## src/rtl/viterbi_frame_ctrl_if.sv

```systemverilog
// rtl/viterbi_frame_ctrl_if.sv - received symbol-pair valid/ready bundle
interface viterbi_frame_ctrl_if;
    logic       rx_valid;
    logic [1:0] rx_pair;
    logic       rx_ready;

    modport master (output rx_valid, output rx_pair, input rx_ready);
    modport slave  (input rx_valid, input rx_pair, output rx_ready);
endinterface

```

## src/rtl/viterbi_frame_ctrl.sv

```systemverilog
// rtl/viterbi_frame_ctrl.sv - Viterbi frame sequencer; optional LOAD timeout via VITERBI_CTRL_TIMEOUT_EN
module viterbi_frame_ctrl #(
    parameter int FRAME_LEN = 8,
    parameter int ADDR_W    = 3,
    parameter int TIMEOUT   = 16
) (
    input  logic                   clk,
    input  logic                   rst_n,
    input  logic                   start,
    viterbi_frame_ctrl_if.slave    rx,
    output logic [1:0]             bmc_pair,
    output logic                   acs_en,
    output logic                   first_step,
    output logic                   sv_wr_en,
    output logic [ADDR_W-1:0]      sv_wr_addr,
    output logic                   tb_en,
    output logic [ADDR_W-1:0]      tb_addr,
    input  logic                   tb_bit,
    output logic                   dec_valid,
    output logic                   dec_bit,
    output logic                   busy,
    output logic                   done,
    output logic                   timeout
);

    localparam logic [ADDR_W-1:0] LAST_STEP = ADDR_W'(FRAME_LEN - 1);

    typedef enum logic [2:0] {
        S_IDLE  = 3'd0,
        S_LOAD  = 3'd1,
        S_DRAIN = 3'd2,
        S_TRACE = 3'd3,
        S_DONE  = 3'd4
    } state_t;

    state_t            state;
    state_t            state_nxt;
    logic [ADDR_W-1:0] step_cnt;
    logic              accept;
    logic              to_hit;

    assign accept   = rx.rx_valid & rx.rx_ready;
    assign sv_wr_en = acs_en;

`ifdef VITERBI_CTRL_TIMEOUT_EN
    localparam int IDLE_W = $clog2(TIMEOUT + 1);

    logic [IDLE_W-1:0] idle_cnt;

    // Count consecutive LOAD cycles without an accept; zero outside LOAD so entry starts fresh.
    always_ff @(posedge clk or negedge rst_n) begin
        if (!rst_n) begin
            idle_cnt <= '0;
        end else if (state != S_LOAD || accept) begin
            idle_cnt <= '0;
        end else begin
            idle_cnt <= idle_cnt + 1'b1;
        end
    end

    assign to_hit = (state == S_LOAD) && !accept && (idle_cnt == IDLE_W'(TIMEOUT - 1));
`else
    // TIMEOUT only sizes the idle counter; without it LOAD waits for input indefinitely.
    logic unused_timeout;
    assign unused_timeout = (TIMEOUT > 0);
    assign to_hit         = 1'b0;
`endif

    // State register.
    always_ff @(posedge clk or negedge rst_n) begin
        if (!rst_n) begin
            state <= S_IDLE;
        end else begin
            state <= state_nxt;
        end
    end

    // Next-state: one frame at a time, start only honoured from IDLE.
    always_comb begin
        state_nxt = state;
        case (state)
            S_IDLE:  if (start) state_nxt = S_LOAD;
            S_LOAD: begin
                if (accept && step_cnt == LAST_STEP) begin
                    state_nxt = S_DRAIN;
                end else if (to_hit) begin
                    state_nxt = S_IDLE;
                end
            end
            S_DRAIN: state_nxt = S_TRACE;
            S_TRACE: if (tb_addr == '0) state_nxt = S_DONE;
            S_DONE:  state_nxt = S_IDLE;
            default: state_nxt = S_IDLE;
        endcase
    end

    // Moore-style status outputs decoded from the current state.
    always_comb begin
        rx.rx_ready = 1'b0;
        busy        = 1'b0;
        done        = 1'b0;
        tb_en       = 1'b0;
        timeout     = to_hit;
        case (state)
            S_IDLE:  ;
            S_LOAD:  begin rx.rx_ready = 1'b1; busy = 1'b1; end
            S_DRAIN: busy = 1'b1;
            S_TRACE: begin tb_en = 1'b1; busy = 1'b1; end
            S_DONE:  begin done = 1'b1; busy = 1'b1; end
            default: ;
        endcase
    end

    // Step counter: cleared on frame start, advanced once per accepted pair.
    always_ff @(posedge clk or negedge rst_n) begin
        if (!rst_n) begin
            step_cnt <= '0;
        end else if (state == S_IDLE && start) begin
            step_cnt <= '0;
        end else if (accept) begin
            step_cnt <= step_cnt + 1'b1;
        end
    end

    // Register each accepted pair and fire the ACS / survivor-write strobe one cycle later.
    always_ff @(posedge clk or negedge rst_n) begin
        if (!rst_n) begin
            bmc_pair   <= 2'b00;
            acs_en     <= 1'b0;
            first_step <= 1'b0;
            sv_wr_addr <= '0;
        end else begin
            acs_en     <= accept;
            first_step <= accept && (step_cnt == '0);
            if (accept) begin
                bmc_pair   <= rx.rx_pair;
                sv_wr_addr <= step_cnt;
            end
        end
    end

    // Traceback address: loads the last step in DRAIN, counts down in TRACE, parks at 0.
    always_ff @(posedge clk or negedge rst_n) begin
        if (!rst_n) begin
            tb_addr <= '0;
        end else if (state == S_DRAIN) begin
            tb_addr <= LAST_STEP;
        end else if (state == S_TRACE && tb_addr != '0) begin
            tb_addr <= tb_addr - 1'b1;
        end
    end

    // Register the traceback unit's bit so each decoded bit trails its address by one cycle.
    always_ff @(posedge clk or negedge rst_n) begin
        if (!rst_n) begin
            dec_valid <= 1'b0;
            dec_bit   <= 1'b0;
        end else begin
            dec_valid <= (state == S_TRACE);
            dec_bit   <= (state == S_TRACE) ? tb_bit : 1'b0;
        end
    end

endmodule

```

## src/flat_wrapper.sv

```systemverilog
// flat-port wrapper written by rule: the top's interface ports become plain ports
module viterbi_frame_ctrl_flat 
#(
    parameter int FRAME_LEN = 8,
    parameter int ADDR_W    = 3,
    parameter int TIMEOUT   = 16
)
  (clk, rst_n, start, bmc_pair, acs_en, first_step, sv_wr_en, sv_wr_addr, tb_en, tb_addr, tb_bit, dec_valid, dec_bit, busy, done, timeout, rx_rx_valid, rx_rx_pair, rx_rx_ready);
  viterbi_frame_ctrl_if rx_i ();
  input  logic clk;
  input  logic rst_n;
  input  logic start;
  output logic [1:0] bmc_pair;
  output logic acs_en;
  output logic first_step;
  output logic sv_wr_en;
  output logic [ADDR_W-1:0] sv_wr_addr;
  output logic tb_en;
  output logic [ADDR_W-1:0] tb_addr;
  input  logic tb_bit;
  output logic dec_valid;
  output logic dec_bit;
  output logic busy;
  output logic done;
  output logic timeout;
  input wire logic [$bits(rx_i.rx_valid)-1:0] rx_rx_valid;
  input wire logic [$bits(rx_i.rx_pair)-1:0] rx_rx_pair;
  output wire logic [$bits(rx_i.rx_ready)-1:0] rx_rx_ready;
  assign rx_i.rx_valid = rx_rx_valid;
  assign rx_i.rx_pair = rx_rx_pair;
  assign rx_rx_ready = rx_i.rx_ready;
  viterbi_frame_ctrl #(.FRAME_LEN(FRAME_LEN), .ADDR_W(ADDR_W), .TIMEOUT(TIMEOUT)) u_core (.clk(clk), .rst_n(rst_n), .start(start), .rx(rx_i), .bmc_pair(bmc_pair), .acs_en(acs_en), .first_step(first_step), .sv_wr_en(sv_wr_en), .sv_wr_addr(sv_wr_addr), .tb_en(tb_en), .tb_addr(tb_addr), .tb_bit(tb_bit), .dec_valid(dec_valid), .dec_bit(dec_bit), .busy(busy), .done(done), .timeout(timeout));
endmodule
```

## config.mk

```make
export PLATFORM = sky130hd
export DESIGN_NAME = viterbi_frame_ctrl_flat
export DESIGN_NICKNAME = d
export VERILOG_FILES = /design/src/rtl/viterbi_frame_ctrl_if.sv /design/src/rtl/viterbi_frame_ctrl.sv /design/src/flat_wrapper.sv
export SDC_FILE = /design/constraint.sdc
export NUM_CORES = 1
export LEC_CHECK = 0
export CORE_ASPECT_RATIO = 1.5
export CORE_MARGIN = 2
export CORE_UTILIZATION = 45
export CTS_BUF_LIST = sky130_fd_sc_hd__clkbuf_8
export DETAILED_ROUTE_END_ITERATION = 10
export GPL_ROUTABILITY_DRIVEN = 0
export GPL_TIMING_DRIVEN = 0
export PLACE_DENSITY = 0.77
export SYNTH_ARGS = -nofsm -noshare
export SYNTH_HDL_FRONTEND = slang
export SYNTH_SLANG_ARGS = --single-unit
export TNS_END_PERCENT = 100
```

## constraint.sdc

```tcl
create_clock -name clk -period 1.7 [get_ports clk]
set_input_delay 0.34 -clock clk [delete_from_list [all_inputs] [get_ports clk]]
set_output_delay 0.34 -clock clk [all_outputs]
set_load 0.02 [all_outputs]
```

==> metrics.cfg <==
[yosys]
synth.most_common_cell = dfrtp_1
synth_edf_count = 0
netlist_area_sq_um = 877.1
synth_ff_type = dfrtp_1
synth_area_leaders = dfrtp_1 51%, ha_1 7.1%, mux2_2 3.9%, nor2b_1 2.9%, nor4bb_4 2.9%
ys_top_cells_by_count = 18 x dfrtp_1, 5 x ha_1, 5 x inv_1, 5 x nor2_1, 4 x nor2b_1
synth_top_cell_area_share = 0.5136
synth.distinct_cells = 29
synthArstFlopShare = 1.000
yosys.area.top_type = dfrtp_1
syn-num-nets = 86
seq_area_frac_synth = 0.5136
yosysWarningCount = 0
avgSynthCellArea_sq_um = 11.85
ys_seq_elements = 18
syn_inst = 74

[clock_tree]
postCtsHoldBufs = 0
postCtsSetupBuffers = 0
cts_buffers = 3
cts_max_level = 1
ctsLongestPathBuffers = 2
clk_latency_ns = 0.26
clk_pin_slew_ns = 0.07
cts_root_buf = clkbuf_8
clock-sinks = 18
cts_tree = yes

[power]
total_power_mw = 2.188
ir_worst_vdd_v = 0.001038
leakagePower_nw = 0.5510
p_per_area_mw_per_mm2 = 1867

[timing]
worstMarginPinSlew_ns = 0.7780
hold_viol = 0
fin_hold_ws_ns = 0.4827
finalSetupViolations = 0
finalCriticalPeriod_ns = 1.634
setup_tns_ns = 0
rsz0062_at_grt = false
fin_crit_sh = 0.9609
maxSlewHeadroom = 0.4797
maxSlewViolCount = 0
max_freq_ghz = 0.6122
fin_skew_ns = 0.0008094

[worst_setup_path]
slowest_stage = dfrtp_1
endpoint_kind = primary output
max_stage_delay_ns = 0.41
r2r_setup_slack_ns = 0.20
start_kind = register
timing.critical_path.arrival_ns = 1.29
timing.rr.start = u_core.state[1]$_DFFE_PN0P_
worstSetupPathType = reg2out
rr_worst_depth = 3
crit_buf_inv = 2
path_cells = buf_4 > nor2_2 > xnor2_1 > buf_2
r2r-end = u_core.sv_wr_addr[0]$_DFFE_PN0P_
crit_family = flip-flops
cp.required_ns = 1.36
cp_max_fo = 10

[floorplanning]
chipWidth_um = 40.05
core_sq_mm = 0.001831
ioPinCount = 25
die-area_sq_mm = 0.002325
start_util = 0.4792
num_rows = 19
die_h_um = 58.07

[routing]
via_count = 611
wl_per_cell_um = 12.66
drtIter0Drc = 5
viasPerCell = 5.050
routed_wl_mm = 1.532
drt_drc_violations_left = 0
dr.pass1.iters = 4
ant_nets = 0

[run_status]
status = finished, final reports clean

[min_path]
worstHoldStart = u_core.bmc_pair[0]$_DFFE_PN0P_
holdPathStages = 1
hold_end = u_core.bmc_pair[0]$_DFFE_PN0P_
min_path_type = reg2reg

[global_route]
grt_pass1_vias = 589
grt_start_max_net_pins = 19
track_usage = 0.1583
grt_pass1_wl_mm = 2.511
antenna_found_initial = 0
overflow = 0

[job]
max_cap_viol_count = 0

[place]
dp.cells = 118
io_buffers = 23
dp_hpwl_mm = 1.152

[layout]
diodes = 0
layout.cells.non_filler = 121
drive_above_1_share = 0.1900
nets = 113
syn2layout_area_growth_pct = 33.67

-- per-stage QoR --
stage / setup WS, ns / cell area (sq um) / utilization
finish: 0.06648 / 1172 / 0.6405
CTS: 0.03231 / 1179 / 0.6439
floorplan: 0.2262 / 877.1 / -
global route: 0.01260 / 1172 / 0.6405
global placement: -0.2152 / 1134 / 0.6193
detailed placement: -0.2332 / 1134 / 0.6193
-- cell families after synthesis --
group                      Yosys count  synth area share
and+or+nand+nor                     21            0.1626
muxes                                7           0.08701
buffers and inverters               11           0.07417
DFF                                 18            0.5135
adders and majority gates            5           0.07133
AOI/OAI and AO/OA                    9           0.06705
other                                1          0.004275
xor gates and xnor gates             2           0.01998
-- power breakdown --
group	internal, mW	leakage [nW]	total, mW	switching, mW
Clock	0.206	0.0288	0.351	0.145
Combinational	0.561	0.295	1.11	0.548
Sequential	0.597	0.227	0.728	0.131
Total	1.36	0.551	2.19	0.825
-- repair_timing --
action / CTS / global route
pin swaps: 0 / 0
setup endpoints to repair: 4 / 1
endpoints found under the hold margin: 0 / 0
gates resized for setup: 20 / 1
-- cell usage in the layout (no fill, tap or decap), types with 2 or more instances in the layout --
cell,synthesis,layout
buf_2,1,4
mux2_2,3,3
nor2b_1,4,3
mux2i_1,2,2
mux2_1,2,2
inv_1,5,5
clkdlybuf4s50_1,0,19
and2_1,2,2
buf_6,2,2
a31oi_1,3,3
nand3b_1,2,2
dfrtp_1,18,18
buf_4,2,3
ha_1,5,5
xnor2_1,2,2
nor2_1,5,4
clkbuf_8,0,4
and3_1,2,2
o21ai_0,2,2
-- layer usage --
layer	GRT usage	vias to the layer above	part of all wire
li1	-	302	-
met1	0.1934	293	0.42
met2	0.2465	14	0.52
met3	0.05747	2	0.045
met4	0.05911	0	0.015
met5	0	-	0
-- final cells by class --
cell class	instances	area, sq um
clock buffer	4	55.05
timing repair buffer	23	210.2
tap	21	26.28
fill	161	658.1
buffer	5	45.04
sequential	18	450.4
multi-input combinational	45	366.6
inverter	5	18.77
-- state kept, by name, summed over array words and instances (netlist names) --
register and count:
u_core.dec_bit 1, u_core.first_step 1, u_core.dec_valid 1, u_core.state 3
u_core.step_cnt 3, u_core.sv_wr_addr 3, u_core.tb_addr 3, u_core.acs_en 1
u_core.bmc_pair 2
-- worst register-to-register path: stages (launching register included) --
cell	delay, ns
dfrtp_1	0.52
nor4bb_4	0.35
buf_6	0.19
mux2_2	0.34
-- how the worst max path moves through the flow --
stage | startpoint | endpoint | slack (ns) | cells past startpoint
after CTS | u_core.state[2]$_DFFE_PN0P_ | rx_rx_ready | 0.03 | 4
after global placement | u_core.state[0]$_DFFE_PN0P_ | busy | -0.22 | 4
final | u_core.state[0]$_DFFE_PN0P_ | busy | 0.07 | 4
after global routing | u_core.state[0]$_DFFE_PN0P_ | busy | 0.01 | 4
after floorplan | u_core.tb_addr[0]$_DFFE_PN0P_ | u_core.state[0]$_DFFE_PN0P_ | 0.23 | 5
after detailed placement | u_core.state[0]$_DFFE_PN0P_ | busy | -0.23 | 4
No activity file was read; power rests on OpenSTA's default activity.
